[config.mk]
export PLATFORM = sky130hd
export DESIGN_NAME = regfile_sb
export DESIGN_NICKNAME = d
export VERILOG_FILES = /design/src/rtl/regfile_sb.sv
export SDC_FILE = /design/constraint.sdc
export NUM_CORES = 1
export LEC_CHECK = 0
export BUFFER_PORTS_ARGS = -buffer_cell sky130_fd_sc_hd__buf_4
export CORE_ASPECT_RATIO = 0.75
export CORE_UTILIZATION = 60
export CTS_CLUSTER_SIZE = 12
export DETAILED_ROUTE_END_ITERATION = 8
export PLACE_DENSITY = 0.78
export SLEW_MARGIN = 20
export SYNTH_ARGS = -nofsm -noshare
export SYNTH_HDL_FRONTEND = slang
export SYNTH_SLANG_ARGS = --single-unit
[constraint.sdc]
create_clock -name clk -period 19.7 [get_ports clk]
set_input_delay 0.985 -clock clk [delete_from_list [all_inputs] [get_ports clk]]
set_output_delay 0.985 -clock clk [all_outputs]
set_load 0.02 [all_outputs]
[src/rtl/regfile_sb.sv]
// ---------------------------------------------------------------------------
// regfile_sb
// General-purpose register file with two combinational read ports, one
// clocked write port, a per-register pending scoreboard and a same-cycle
// write-to-read bypass. Register 0 always reads zero and has no state.
//
// Parameters:
//   n     data width of each register
//   NREG  number of registers (2..2^AW), index 0 hardwired to zero
//   AW    address width
//
// Ports:
//   clk      clock, all state updates on posedge
//   Clr      asynchronous active-high clear of data, scoreboard and counter
//   RA, RB   read addresses for ports A and B
//   PA, PB   read data (combinational, includes write bypass)
//   BusyA/B  addressed register has an outstanding result (combinational)
//   WA, WD   write address and data
//   LE       write enable
//   Rsv      reserve enable, marks RsvA as pending
//   RsvA     register to reserve
//   PendCnt  registered count of pending registers
// ---------------------------------------------------------------------------
module regfile_sb #(
  parameter int n    = 32,
  parameter int NREG = 16,
  parameter int AW   = 4
) (
  input  logic          clk,
  input  logic          Clr,
  input  logic [AW-1:0] RA,
  input  logic [AW-1:0] RB,
  output logic [n-1:0]  PA,
  output logic [n-1:0]  PB,
  output logic          BusyA,
  output logic          BusyB,
  input  logic [AW-1:0] WA,
  input  logic [n-1:0]  WD,
  input  logic          LE,
  input  logic          Rsv,
  input  logic [AW-1:0] RsvA,
  output logic [AW:0]   PendCnt
);

  localparam logic [AW:0] LP_NREG = (AW+1)'(NREG);

  // Entry 0 is reset and never written, so it folds away in synthesis.
  logic [n-1:0]    r_mem [NREG];
  logic [NREG-1:0] r_pend;
  logic [AW:0]     r_pendCnt;

  logic [NREG-1:0] w_pendNext;
  logic            w_raOk;
  logic            w_rbOk;
  logic            w_wrEn;
  logic            w_rsvEn;
  logic            w_inc;
  logic            w_dec;

  // Addresses of zero or beyond the array behave as hardwired-zero reads
  // and as no-ops for writes and reserves. LE/Rsv are masked while Clr is
  // high so nothing can sneak in on the clear edge.
  assign w_raOk  = (RA != '0)   && ({1'b0, RA}   < LP_NREG);
  assign w_rbOk  = (RB != '0)   && ({1'b0, RB}   < LP_NREG);
  assign w_wrEn  = LE  && !Clr && (WA != '0)   && ({1'b0, WA}   < LP_NREG);
  assign w_rsvEn = Rsv && !Clr && (RsvA != '0) && ({1'b0, RsvA} < LP_NREG);

  // Reserve is applied after write so that a same-register write+reserve
  // leaves the bit set: a new producer has already been issued.
  always_comb begin
    w_pendNext = r_pend;
    if (w_wrEn) begin
      w_pendNext[WA] = 1'b0;
    end
    if (w_rsvEn) begin
      w_pendNext[RsvA] = 1'b1;
    end
  end

  // Counter tracks the popcount of the pending bits incrementally. A write
  // only counts as a clear when the same-cycle reserve does not re-set it.
  assign w_inc = w_rsvEn && !r_pend[RsvA];
  assign w_dec = w_wrEn && r_pend[WA] && !(w_rsvEn && (RsvA == WA));

  always_ff @(posedge clk or posedge Clr) begin
    if (Clr) begin
      for (int i = 0; i < NREG; i++) begin
        r_mem[i] <= '0;
      end
      r_pend    <= '0;
      r_pendCnt <= '0;
    end else begin
      if (w_wrEn) begin
        r_mem[WA] <= WD;
      end
      r_pend <= w_pendNext;
      if (w_inc && !w_dec) begin
        r_pendCnt <= r_pendCnt + (AW+1)'(1);
      end else if (w_dec && !w_inc) begin
        r_pendCnt <= r_pendCnt - (AW+1)'(1);
      end
    end
  end

  // Port A: a matching write this cycle is forwarded and the register is
  // reported not busy, since its result is arriving now.
  always_comb begin
    PA    = '0;
    BusyA = 1'b0;
    if (w_raOk) begin
      if (LE && (WA == RA) && !Clr) begin
        PA = WD;
      end else begin
        PA    = r_mem[RA];
        BusyA = r_pend[RA];
      end
    end
  end

  // Port B mirrors port A.
  always_comb begin
    PB    = '0;
    BusyB = 1'b0;
    if (w_rbOk) begin
      if (LE && (WA == RB) && !Clr) begin
        PB = WD;
      end else begin
        PB    = r_mem[RB];
        BusyB = r_pend[RB];
      end
    end
  end

  assign PendCnt = r_pendCnt;

endmodule

After elaboration in Yosys (flattened, before gate mapping)
Cells that the tools add are included.
W data, S select, Z words.
{"block": "op_classes", "n_eq_ne": 3, "n_lt_le_gt_ge": 10, "bitwise": 6, "n_reduce_logical": 27, "mul": 0, "muxes": 33, "n_div": 0, "shifts": 0, "n_addsub": 2}
{"op": "$bwmux W512", "count": 1}
{"op": "$mux W32", "count": 9}
{"op": "$bmux W32 S4", "count": 2}
{"op": "$demux W32 S4", "count": 1}
{"op": "$mux W16", "count": 2}
{"op": "$lt A4 B5 Y1 const B", "count": 4}
{"op": "$logic_and A1 B1 Y1", "count": 17}
{"op": "$and A16 B16 Y16", "count": 1}
{"op": "$bmux W1 S4", "count": 4}
{"op": "$not A16 Y16", "count": 1}
{"op": "$or A16 B16 Y16", "count": 1}
{"op": "$reduce_bool A4 Y1", "count": 4}
{"op": "$ge A5 B5 Y1 const B", "count": 3}
{"op": "$not A4 Y5", "count": 3}
{"op": "$eq A4 B4 Y1", "count": 3}
{"op": "$mux W1", "count": 10}
{"op": "$mux W5", "count": 2}
{"op": "$demux W1 S4", "count": 2}
{"op": "$ge A4 B1 Y1 const B", "count": 2}
{"op": "$add A5 B1 Y5 const B", "count": 1}
{"op": "$logic_not A1 Y1", "count": 5}
{"op": "$lt A5 B1 Y1 const B", "count": 1}
{"op": "$sub A5 B1 Y5 const B", "count": 1}
{"op": "$reduce_bool A2 Y1", "count": 1}
{"block": "totals", "ff_bits": 533, "mem_count": 0, "latchBits": 0, "wordCells": 99, "mem_bits_rw": 0, "romBits": 0, "inputBits": 52, "out_inout_bits": 71}

Logic depth before layout (Yosys ltp)
Gate-level depths: netlist (run 1).
{"block": "logic_depth", "depth_word": 9, "depth_mapped": 14, "depth_no_buf": 13}

Worst setup path before layout (run 1)
OpenSTA, ideal clock, no wires.
{"block": "synth_timing", "path_kind": "input -> register", "startpoint": "input Clr", "endpoint": "register r_pendCnt[4], in the netlist PendCnt[4]", "t_arrival_ps": 15357, "slack_ps": 4264, "path_stages": 11, "setup_time_ps": 79, "cell_sequence": "inv_1 > nand2_1 > nor3_1 > ha_1 > inv_1 > ha_1 > nor2b_1 > o21a_1 > or3_1 > a21oi_1 > xor2_1"}
{"block": "synth_via", "elab_chain_len": 9}
{"element": "start: declaration", "line": "30", "text": "input logic Clr,"}
{"element": "$logic_not A1 Y1 (*)", "line": "65, 66"}
{"element": "$logic_and A1 B1 Y1 (2 in a row)", "line": "66", "text": "assign w_rsvEn = Rsv && !Clr && (RsvA != '0) && ({1'b0, RsvA} < LP_NREG);"}
{"element": "$logic_and A1 B1 Y1", "line": "83", "text": "assign w_dec = w_wrEn && r_pend[WA] && !(w_rsvEn && (RsvA == WA));"}
{"element": "$logic_not A1 Y1", "line": "83"}
{"element": "$logic_and A1 B1 Y1", "line": "83"}
{"element": "$logic_not A1 Y1", "line": "97", "text": "if (w_inc && !w_dec) begin"}
{"element": "$logic_and A1 B1 Y1", "line": "97"}
{"element": "$mux W5 or $reduce_bool A2 Y1 (tied branches)"}
{"element": "end signal: assignment", "line": "98", "text": "r_pendCnt <= r_pendCnt + (AW+1)'(1);"}
{"element": "end signal: assignment", "line": "100", "text": "r_pendCnt <= r_pendCnt - (AW+1)'(1);"}
{"element": "end: declaration", "line": "50", "text": "logic [AW:0] r_pendCnt;"}
Every way passes the cells marked *; elsewhere a longest branch is shown, timed or not.
A chain may end at the register's enable or synchronous reset.

Final worst setup path (run 1)
{"block": "layout_timing", "startpoint": "input RA[0]", "endpoint": "output PA[31]"}
{"block": "layout_via", "elab_chain_len": 6}
{"element": "start: declaration", "line": "31", "text": "input logic [AW-1:0] RA,"}
{"element": "$not A4 Y5 (not written as such)", "line": "114", "text": "PA = r_mem[RA];"}
{"element": "$bmux W32 S4", "line": "114"}
{"element": "$mux W32 (not written as such) (2 in a row)", "line": "114"}
{"element": "$mux W32", "line": "111", "text": "if (LE && (WA == RA) && !Clr) begin"}
{"element": "$mux W32 (*)", "line": "110", "text": "if (w_raOk) begin"}
{"element": "end: declaration", "line": "33", "text": "output logic [n-1:0] PA,"}
Every way passes the cells marked *; elsewhere a longest branch is shown, timed or not. The select of a mux whose other input is x is not followed.

==> results of run 1 <==
placed cells by master, fill, tap and decap left out, types with 6 or more instances in the layout:
master	netlist	final
a22o_1	68	68
mux4_2	272	272
a21oi_1	10	8
nor2b_1	11	6
clkbuf_8	0	8
mux2_2	481	481
buf_4	17	157
nor2_1	10	7
nand2_1	89	81
a22oi_1	126	126
inv_1	14	13
nand2_2	0	8
o21ai_0	9	9
clkbuf_1	96	19
nand3_1	6	6
dfrtp_1	533	533
clkbuf_16	0	55
nor3_1	6	6
xnor2_1	11	11
logic make-up after synthesis:
| kind of cell | after synthesis | synth area share (%) |
|---|---|---|
| fa+ha+maj | 6 | 0.287 |
| buf+inv | 241 | 4.22 |
| xor+xnor | 13 | 0.396 |
| simple gates | 142 | 2.29 |
| mux | 758 | 40.3 |
| flops | 533 | 46.4 |
| compound gates | 228 | 6.13 |
state kept, by name, summed over array words and instances (netlist names):
signal   count
r_mem      512
r_pend      16
PendCnt      5
area by class of cell:
type,count,area (um2)
clock inverters,5,28.8
fillers,3335,15900
clock buffers,80,1530
repair buffers,164,1270
multi-input cells,1147,14300
inverters,14,60.1
flip-flops and latches,533,13300
well taps,639,800
where the power goes:
| group | switching, mW | total [mW] | internal (mW) | leakage (nW) |
|---|---|---|---|---|
| sequential | 0.159 | 1.46 | 1.30 | 6.83 |
| combinational | 0.312 | 0.753 | 0.441 | 6.17 |
| clock | 0.414 | 0.943 | 0.529 | 0.764 |
worst min path at each step:
stage	start	to	slack, ps	cells past startpoint
floorplan	r_pend[0]$_DFF_PP0_	r_pend[0]$_DFF_PP0_	420	1
global placement	r_pend[0]$_DFF_PP0_	r_pend[0]$_DFF_PP0_	370	0
detailed placement	r_pend[0]$_DFF_PP0_	r_pend[0]$_DFF_PP0_	370	0
CTS	r_pend[0]$_DFF_PP0_	r_pend[0]$_DFF_PP0_	380	0
global route	r_pend[0]$_DFF_PP0_	r_pend[0]$_DFF_PP0_	390	0
finish	r_pend[0]$_DFF_PP0_	r_pend[0]$_DFF_PP0_	380	0
stage by stage:
stage / std cells / hold WS, ps / util [%] / cell area [um2] / setup slack (ps)
global route: 2582 / 391 / 66.3 / 31400 / 14140
floorplan: 1921 / 425 / - / 28800 / 3780
finish: 2582 / 382 / 66.3 / 31400 / 14320
detailed placement: 2495 / 369 / 62.9 / 29800 / 14330
global placement: 2495 / 370 / 62.9 / 29800 / 14330
CTS: 2580 / 383 / 66.2 / 31300 / 14330
worst max-delay path: cells and delay by family:
family	cells	cell delay, ps
and+or+nand+nor	1	100
muxes	1	600
AOI/OAI and AO/OA	2	470
buffers and inverters	4	2160
metal layers:
metal | vias to the layer above | global-route usage [%] | routed length [um]
li1 | 7436 | - | -
met1 | 9997 | 48.4 | 32300
met2 | 989 | 49.5 | 35800
met3 | 159 | 6.49 | 7160
met4 | 2 | 9.60 | 2010
met5 | - | 0 | 13
==> flow_metrics.env, run 1 <==
export IMPL_wl_per_cell_um=29.9
export IMPL_io_pins=123
export IMPL_end_kind="output port"
export IMPL_netlist_area_leader_share_pct=46.4
export IMPL_cp_required_ps=18720
export IMPL_start_util_pct=60.8
export IMPL_core_um2=47300
export IMPL_grt_pass1_wl_mm=118
export IMPL_die_height_um=192
export IMPL_grt_max_degree=120
export IMPL_yosys_cell_types_count=46
export IMPL_critPathMostFrequentCell="buf_4"
export IMPL_status="finished, final reports clean"
export IMPL_synth_edf_count=0
export IMPL_rsz0062_at_grt="no"
export IMPL_cts_sinks=533
export IMPL_power_density_nw_per_um2=101
export IMPL_reg2reg_depth=11
export IMPL_min_path_type="register to register"
export IMPL_synth_commonest_cells="dfrtp_1 (533), mux2_2 (481), mux4_2 (272), a22oi_1 (126), clkbuf_1 (96)"
export IMPL_crit_end="PA[31]"
export IMPL_cts_repair_resize_count=0
export IMPL_syn_avg_cell_area_um2=15.0
export IMPL_nets=1971
export IMPL_crit_chain="buf_6, buf_4, buf_4, mux4_2, a22oi_1, nand2_1, a22o_1, buf_4"
export IMPL_synthArstFlopShare_pct=100
export IMPL_max_slew_margin_pct=23.1
export IMPL_r2r_setup_slack_ps=16450
export IMPL_power_leakage_nw=13.8
export IMPL_tns_ps=0
export IMPL_htreeDepth=2
export IMPL_synthCells=1921
export IMPL_hold_buffers=0
export IMPL_path_max_fanout=56
export IMPL_cap_violations=0
export IMPL_finClkSkew_ps=16.7
export IMPL_hold_viol_final=0
export IMPL_cts_tree="done"
export IMPL_synthFlopType="dfrtp_1"
export IMPL_fin_crit_ps=5380
export IMPL_period_share_pct=27.3
export IMPL_rows=69
export IMPL_vias_per_cell=7.20
export IMPL_power_mw=3.16
export IMPL_first_global_vias=18900
export IMPL_arrival_ps=4400
export IMPL_tightest_slew_ps=1150
export IMPL_drtIter0Drc=2285
export IMPL_cts_made_buffers=53
export IMPL_finalSetupViolCount=0
export IMPL_startpoint_type="input pin"
export IMPL_slew_viol_final=0
export IMPL_syn_area_um2=28800
export IMPL_n_antenna_cell=0
export IMPL_grt_antenna_before_repair=2
export IMPL_ctsRootBufferMaster="clkbuf_16"
export IMPL_startpoint="RA[0]"
export IMPL_insertion_delay_ps=590
export IMPL_worstReg2RegStart="r_pend[7]$_DFF_PP0_"
export IMPL_grtUsageTotal_pct=32.7
export IMPL_synth_most_common_cell="dfrtp_1"
export IMPL_dieArea_um2=48800
export IMPL_wirelength_mm=77.3
export IMPL_ir_worst_vdd_v=0.0000853
export IMPL_postCtsSetupBuffers=0
export IMPL_postRouteAntennaNets=0
export IMPL_synth_nets=1979
export IMPL_cpPeakStageDelay_ps=920
export IMPL_clk_pin_slew_ps=60
export IMPL_ys_warn_count=0
export IMPL_syn_to_final_growth_pct=9.06
export IMPL_grt_overflow=0
export IMPL_drt_pre_antenna_iters=6
export IMPL_fmax_mhz=186
export IMPL_drc=0
export IMPL_yosys_area_top_type="dfrtp_1"
export IMPL_hpwl_mm=43.2
export IMPL_fp_dieW_um=255
export IMPL_cts_path_max_buffers=3
export IMPL_slowest_stage="buf_4"
export IMPL_io_buffers=122
export IMPL_r2r_end="PendCnt[4]$_DFFE_PP0P_"
export IMPL_synth_area_leaders="dfrtp_1 (46%), mux4_2 (21%), mux2_2 (19%)"
export IMPL_vias=18600
export IMPL_ys_ff_latch=533
export IMPL_gp_congestion=0.868
export IMPL_critPathKind="input pin to output port"
export IMPL_drive_gt1_share_pct=52.2
export IMPL_synth_seq_area_share_pct=46.4
Power figures use the tool's default switching activity.
==> run 2, diff against run 1 <==
--- a/config.mk
+++ b/config.mk
@@ -7,10 +7,10 @@
 export LEC_CHECK = 0
 export BUFFER_PORTS_ARGS = -buffer_cell sky130_fd_sc_hd__buf_4
 export CORE_ASPECT_RATIO = 0.75
-export CORE_UTILIZATION = 60
+export CORE_UTILIZATION = 56
 export CTS_CLUSTER_SIZE = 12
 export DETAILED_ROUTE_END_ITERATION = 8
-export PLACE_DENSITY = 0.78
+export PLACE_DENSITY = 0.76
 export SLEW_MARGIN = 20
 export SYNTH_ARGS = -nofsm -noshare
 export SYNTH_HDL_FRONTEND = slang
==> constraint.sdc (replaced) <==
create_clock -name clk -period 4.6 [get_ports clk]
set_input_delay 0.23 -clock clk [delete_from_list [all_inputs] [get_ports clk]]
set_output_delay 0.23 -clock clk [all_outputs]
set_load 0.02 [all_outputs]
==> run 2 against run 1 <==
  * Clock-buffer cell count increased by 9
  * Flip-flop and latch count unchanged
  * Via count is 1.8% higher
  * Clock skew is 10 ps lower
  * Non-clock buffer count increased by 40
  * Register-to-register slack got worse by 15000 ps
  * Die area is 7.1% higher
  * Critical path depth unchanged
  * Worst hold slack got worse by 360 ps
  * Final cell count increased by 2.6%
  * First-iteration DRC count decreased by 5.1%
  * Critical path type unchanged
==> flow_metrics.env, run 2 (synthesized netlist as in run 1, its figures left out) <==
export IMPL_tightest_slew_ps=1220
export IMPL_hpwl_mm=47.8
export IMPL_fp_dieW_um=264
export IMPL_place_worst_setup_slack_ps=1300
export IMPL_seqCellArea_um2=13300
export IMPL_clk_pin_slew_ps=60
export IMPL_cts_path_max_buffers=3
export IMPL_io_pins=123
export IMPL_pwr_share_seq_pct=44.5
export IMPL_largest_reg_flops=512
export IMPL_hold_viol_final=0
export IMPL_nets=2012
export IMPL_grt_max_degree=78
export IMPL_gp_congestion=0.872
export IMPL_cts_sinks=533
export IMPL_power_density_nw_per_um2=435
export IMPL_hold_depth=2
export IMPL_rsz0062_at_grt="no"
export IMPL_drive_gt1_share_pct=52.1
export IMPL_vias=18900
export IMPL_clkPwrFrac_pct=31.3
export IMPL_reg2reg_depth=11
export IMPL_path_max_fanout=11
export IMPL_end_kind="output port"
export IMPL_grt_antenna_before_repair=1
export IMPL_start_util_pct=57.0
export IMPL_syn_to_final_growth_pct=12.4
export IMPL_postRouteAntennaNets=0
export IMPL_switchingPower_mw=3.94
export IMPL_placed_area_um2=30300
export IMPL_top_register="r_mem"
export IMPL_grtUsageTotal_pct=32.4
export IMPL_first_global_vias=19600
export IMPL_insertion_delay_ps=610
export IMPL_critPathKind="input pin to output port"
export IMPL_dp_cells=2527
export IMPL_arrival_ps=3090
export IMPL_max_slew_margin_pct=18.3
export IMPL_ir_worst_vdd_v=0.000269
export IMPL_status="finished, final reports clean"
export IMPL_period_share_pct=72.2
export IMPL_htreeDepth=2
export IMPL_fillers=3552
export IMPL_cp_required_ps=4370
export IMPL_p_int_mw=10.1
export IMPL_finalSetupViolCount=0
export IMPL_vias_per_cell=7.15
export IMPL_setup_slack_ps=1280
export IMPL_grt_overflow=0
export IMPL_cts_tree="done"
export IMPL_cts_made_buffers=54
export IMPL_drt_pre_antenna_iters=7
export IMPL_min_path_type="input pin to register"
export IMPL_fmax_mhz=301
export IMPL_finClkSkew_ps=6.49
export IMPL_layout_common_cells="dfrtp_1 (533), mux2_2 (395), mux4_2 (272)"
export IMPL_whs_ps=22.8
export IMPL_switching_share_pct=28.0
export IMPL_fin_crit_ps=3320
export IMPL_final_common_cell="dfrtp_1"
export IMPL_postLayoutCellArea_um2=32300
export IMPL_drtIter0Drc=2169
export IMPL_wirelength_mm=82.3
export IMPL_cap_violations=0
export IMPL_combPwrFrac_pct=24.2
export IMPL_core_um2=50500
export IMPL_die_height_um=198
export IMPL_startpoint_type="input pin"
export IMPL_multi_input_area_um2=14700
export IMPL_tns_ps=0
export IMPL_dieArea_um2=52300
export IMPL_stdcell_count=2648
export IMPL_power_leakage_nw=14.4
export IMPL_drc=0
export IMPL_ctsRootBufferMaster="clkbuf_16"
export IMPL_rows=71
export IMPL_io_buffers=122
export IMPL_grt_pass1_wl_mm=125
export IMPL_slew_viol_final=0
export IMPL_wl_per_cell_um=31.1
-- run 2: power by group through the flow --
stage | combinational [mW] | clock, mW | sequential (mW)
after floorplan | 2.57 | 0 | 6.10
after CTS | 3.40 | 4.46 | 6.23
final | 3.40 | 4.41 | 6.26
after global routing | 3.63 | 4.63 | 6.37
after detailed placement | 3.36 | 0 | 6.30
after global placement | 3.27 | 0 | 6.20
-- run 2: metrics by stage --
stage / total power [mW] / util, %
final: 14.1 / 64.1
after floorplan: 8.68 / -
after CTS: 14.1 / 64.0
after global routing: 14.6 / 64.1
after global placement: 9.47 / 60.1
after detailed placement: 9.66 / 60.1
-- run 2: layout make-up --
class / count / share of cell area, %
Clock buffer: 89 / 5.15
Tap cell: 657 / 2.54
Sequential cell: 533 / 41.2
Multi-Input combinational cell: 1147 / 45.4
Clock inverter: 3 / 0.201
Timing Repair Buffer: 204 / 5.29
Antenna cell: 1 / 0.00774
Inverter: 14 / 0.174
-- run 2: final timing paths --
kind                                   startpoint                endpoint  slack, ps
min in group asynchronous                     Clr     r_pend[9]$_DFF_PP0_        300
hold / removal                             WD[13]  r_mem[461]$_DFFE_PP0P_         20
hold reg to reg            r_mem[484]$_DFFE_PP0P_  r_mem[484]$_DFFE_PP0P_        390
setup reg to reg             r_pend[15]$_DFF_PP0_  PendCnt[4]$_DFFE_PP0P_       1420
setup / recovery                              Clr                  PA[18]       1280
max in group asynchronous                     Clr  r_mem[170]$_DFFE_PP0P_       2070
-- run 2: worst max-delay path: stages --
cell           delay, ps
dlygate4sd3_1        540
buf_4                150
and2b_1              350
nand4_1              210
a21oi_4              590
buf_4                350
a22o_1               430
buf_4                220
-- run 2: repair_timing --
| action | 4_1_cts | 5_1_grt |
|---|---|---|
| hold endpoints to repair | 236 | 0 |
| resized for setup | 0 | 0 |
| hold buffers | 27 | 0 |
| buffers inserted | 0 | 0 |
-- run 2: layer usage --
layer / vias to the layer above / GRT usage, % / routed length (um)
met5: - / 0 / 0
met4: 0 / 11.1 / 2320
met3: 171 / 7.91 / 8610
met2: 1026 / 48.1 / 37500
met1: 10200 / 47.0 / 33900
li1: 7516 / - / -
==> run 3, diff against run 2 <==
--- a/config.mk
+++ b/config.mk
@@ -7,10 +7,10 @@
 export LEC_CHECK = 0
 export BUFFER_PORTS_ARGS = -buffer_cell sky130_fd_sc_hd__buf_4
 export CORE_ASPECT_RATIO = 0.75
-export CORE_UTILIZATION = 56
+export CORE_UTILIZATION = 60
 export CTS_CLUSTER_SIZE = 12
 export DETAILED_ROUTE_END_ITERATION = 8
-export PLACE_DENSITY = 0.76
+export PLACE_DENSITY = 0.78
 export SLEW_MARGIN = 20
 export SYNTH_ARGS = -nofsm -noshare
 export SYNTH_HDL_FRONTEND = slang
==> constraint.sdc (replaced) <==
create_clock -name clk -period 3.25 [get_ports clk]
set_input_delay 0.1625 -clock clk [delete_from_list [all_inputs] [get_ports clk]]
set_output_delay 0.1625 -clock clk [all_outputs]
set_load 0.02 [all_outputs]
==> run 3 against run 2 <==
  * Register-to-register slack got worse by 1200 ps
  * Sequential share of layout area decreased by 0.42 points
  * Die area decreased by 6.6%
  * Final cell count increased by 0.26%
  * Wire length decreased by 0.53%
  * Highest routed layer unchanged
  * Combinational power increased by 45%
  * Largest power group unchanged
  * Sequential power increased by 42%
  * Non-clock buffer count increased by 30
==> flow_metrics.env, run 3 (synthesized netlist as in run 1, its figures left out) <==
export IMPL_hold_viol_final=0
export IMPL_dieArea_um2=48800
export IMPL_grt_overflow=0
export IMPL_htreeDepth=2
export IMPL_grt_pass1_wl_mm=123
export IMPL_vias=19100
export IMPL_rows=69
export IMPL_finalSetupViolCount=0
export IMPL_grt_antenna_before_repair=0
export IMPL_fmax_mhz=311
export IMPL_core_um2=47300
export IMPL_status="finished, final reports clean"
export IMPL_drtIter0Drc=2095
export IMPL_cpPeakStageDelay_ps=710
export IMPL_start_util_pct=60.8
export IMPL_largest_reg_flops=512
export IMPL_wirelength_mm=81.8
export IMPL_drive_gt1_share_pct=52.4
export IMPL_fillers=3124
export IMPL_n_antenna_cell=0
export IMPL_stdcell_count=2655
export IMPL_clk_pin_slew_ps=60
export IMPL_hpwl_mm=47.3
export IMPL_end_kind="output port"
export IMPL_ir_worst_vdd_v=0.000463
export IMPL_cts_tree="done"
export IMPL_final_common_cell="dfrtp_1"
export IMPL_drc=0
export IMPL_postRouteAntennaNets=0
export IMPL_die_height_um=192
export IMPL_crit_chain="dlygate4sd3_1, buf_4, and2b_1, nand4_1, a21oi_1, a21oi_4, buf_4, a22o_1, buf_4"
export IMPL_slew_viol_final=0
export IMPL_power_density_nw_per_um2=606
export IMPL_worstReg2RegStart="r_pend[3]$_DFF_PP0_"
export IMPL_nets=2042
export IMPL_slowest_stage="a21oi_4"
export IMPL_fin_crit_ps=3220
export IMPL_finClkSkew_ps=8.87
export IMPL_arrival_ps=3050
export IMPL_io_buffers=122
export IMPL_fp_dieW_um=255
export IMPL_cts_path_max_buffers=3
export IMPL_period_share_pct=99.0
export IMPL_tightest_slew_ps=1020
export IMPL_vias_per_cell=7.18
export IMPL_reg2reg_depth=11
export IMPL_insertion_delay_ps=620
export IMPL_gp_congestion=0.921
export IMPL_rsz0062_at_grt="no"
export IMPL_r2r_setup_slack_ps=190
export IMPL_final_util_pct=69.0
export IMPL_drt_pre_antenna_iters=5
export IMPL_syn_to_final_growth_pct=13.6
export IMPL_first_global_vias=19600
export IMPL_grtUsageTotal_pct=34.4
export IMPL_cap_violations=0
export IMPL_min_path_type="input pin to asynchronous set/reset pin"
export IMPL_cts_made_buffers=54
export IMPL_critPathMostFrequentCell="buf_4"
export IMPL_max_slew_margin_pct=32.2
export IMPL_dp_cells=2518
export IMPL_r2r_end="PendCnt[4]$_DFFE_PP0P_"
export IMPL_layout_common_cells="dfrtp_1 (533), mux2_2 (395), mux4_2 (272)"
export IMPL_cts_sinks=533
export IMPL_critPathKind="input pin to output port"
export IMPL_grt_max_degree=172
export IMPL_startpoint_type="input pin"
export IMPL_top_register="r_mem"
export IMPL_wl_per_cell_um=30.8
export IMPL_power_leakage_nw=14.6
export IMPL_ctsRootBufferMaster="clkbuf_16"
export IMPL_cp_required_ps=3090
export IMPL_path_max_fanout=17
export IMPL_tns_ps=0
export IMPL_io_pins=123
run 3: report_power, final:
| part | switching (mW) | internal (mW) | total (mW) |
|---|---|---|---|
| logic | 2.04 | 2.90 | 4.94 |
| registers | 0.978 | 7.89 | 8.87 |
| clock network | 2.65 | 3.34 | 5.99 |
run 3: metal layers:
metal / share of wire (%) / GRT usage, % / vias to the layer above
li1: - / - / 7581
met1: 40 / 50.0 / 10200
met2: 46 / 51.0 / 1111
met3: 10 / 8.31 / 206
met4: 3.2 / 12.5 / 0
met5: 0 / 0 / -
run 3: repair_timing:
action                                  in CTS  in global routing
gates resized for setup                      0                  2
buffers inserted                             0                 10
endpoints found under the setup margin       0                  1
hold buffers                                38                  0
endpoints found under the hold margin      496                  0
run 3: how the worst max path moves through the flow:
| stage | depth (start not counted) | end | slack (ps) | start |
|---|---|---|---|---|
| 5_1_grt | 9 | PB[0] | 40 | Clr |
| 3_3_place_gp | 11 | PendCnt[4]$_DFFE_PP0P_ | 140 | r_pend[3]$_DFF_PP0_ |
| 4_1_cts | 11 | PendCnt[4]$_DFFE_PP0P_ | 80 | r_pend[3]$_DFF_PP0_ |
| 6_report | 9 | PB[4] | 30 | Clr |
| 3_5_place_dp | 11 | PendCnt[4]$_DFFE_PP0P_ | 110 | r_pend[3]$_DFF_PP0_ |
| 2_1_floorplan | 11 | PendCnt[4]$_DFFE_PP0P_ | -7140 | Clr |
run 3: worst max-delay path: cells and delay by family:
kind	cells	cell delay (ps)
AO/OA/AOI/OAI	3	1110
AND/OR/NAND/NOR	2	480
buffers and inverters	4	1270
run 3: cell type report:
type | count | area, um2 | area share (%)
well taps | 639 | 800 | 2.45
clock buffers | 77 | 1500 | 4.59
repair buffers | 234 | 2160 | 6.61
inverters | 14 | 56.3 | 0.172
flip-flops and latches | 533 | 13300 | 40.8
multi-input cells | 1147 | 14700 | 45.0
clock inverters | 11 | 124 | 0.379
run 3: metrics by stage:
step	setup slack, ps	hold slack [ps]	total power [mW]	cell area [um2]
2_1_floorplan	-7140	311	12.3	29300
3_3_place_gp	142	85.8	13.4	30500
3_5_place_dp	111	91.6	13.7	30500
4_1_cts	79.4	5.76	19.7	32500
5_1_grt	38.6	47.9	20.6	32700
6_report	32.8	29.4	19.8	32700
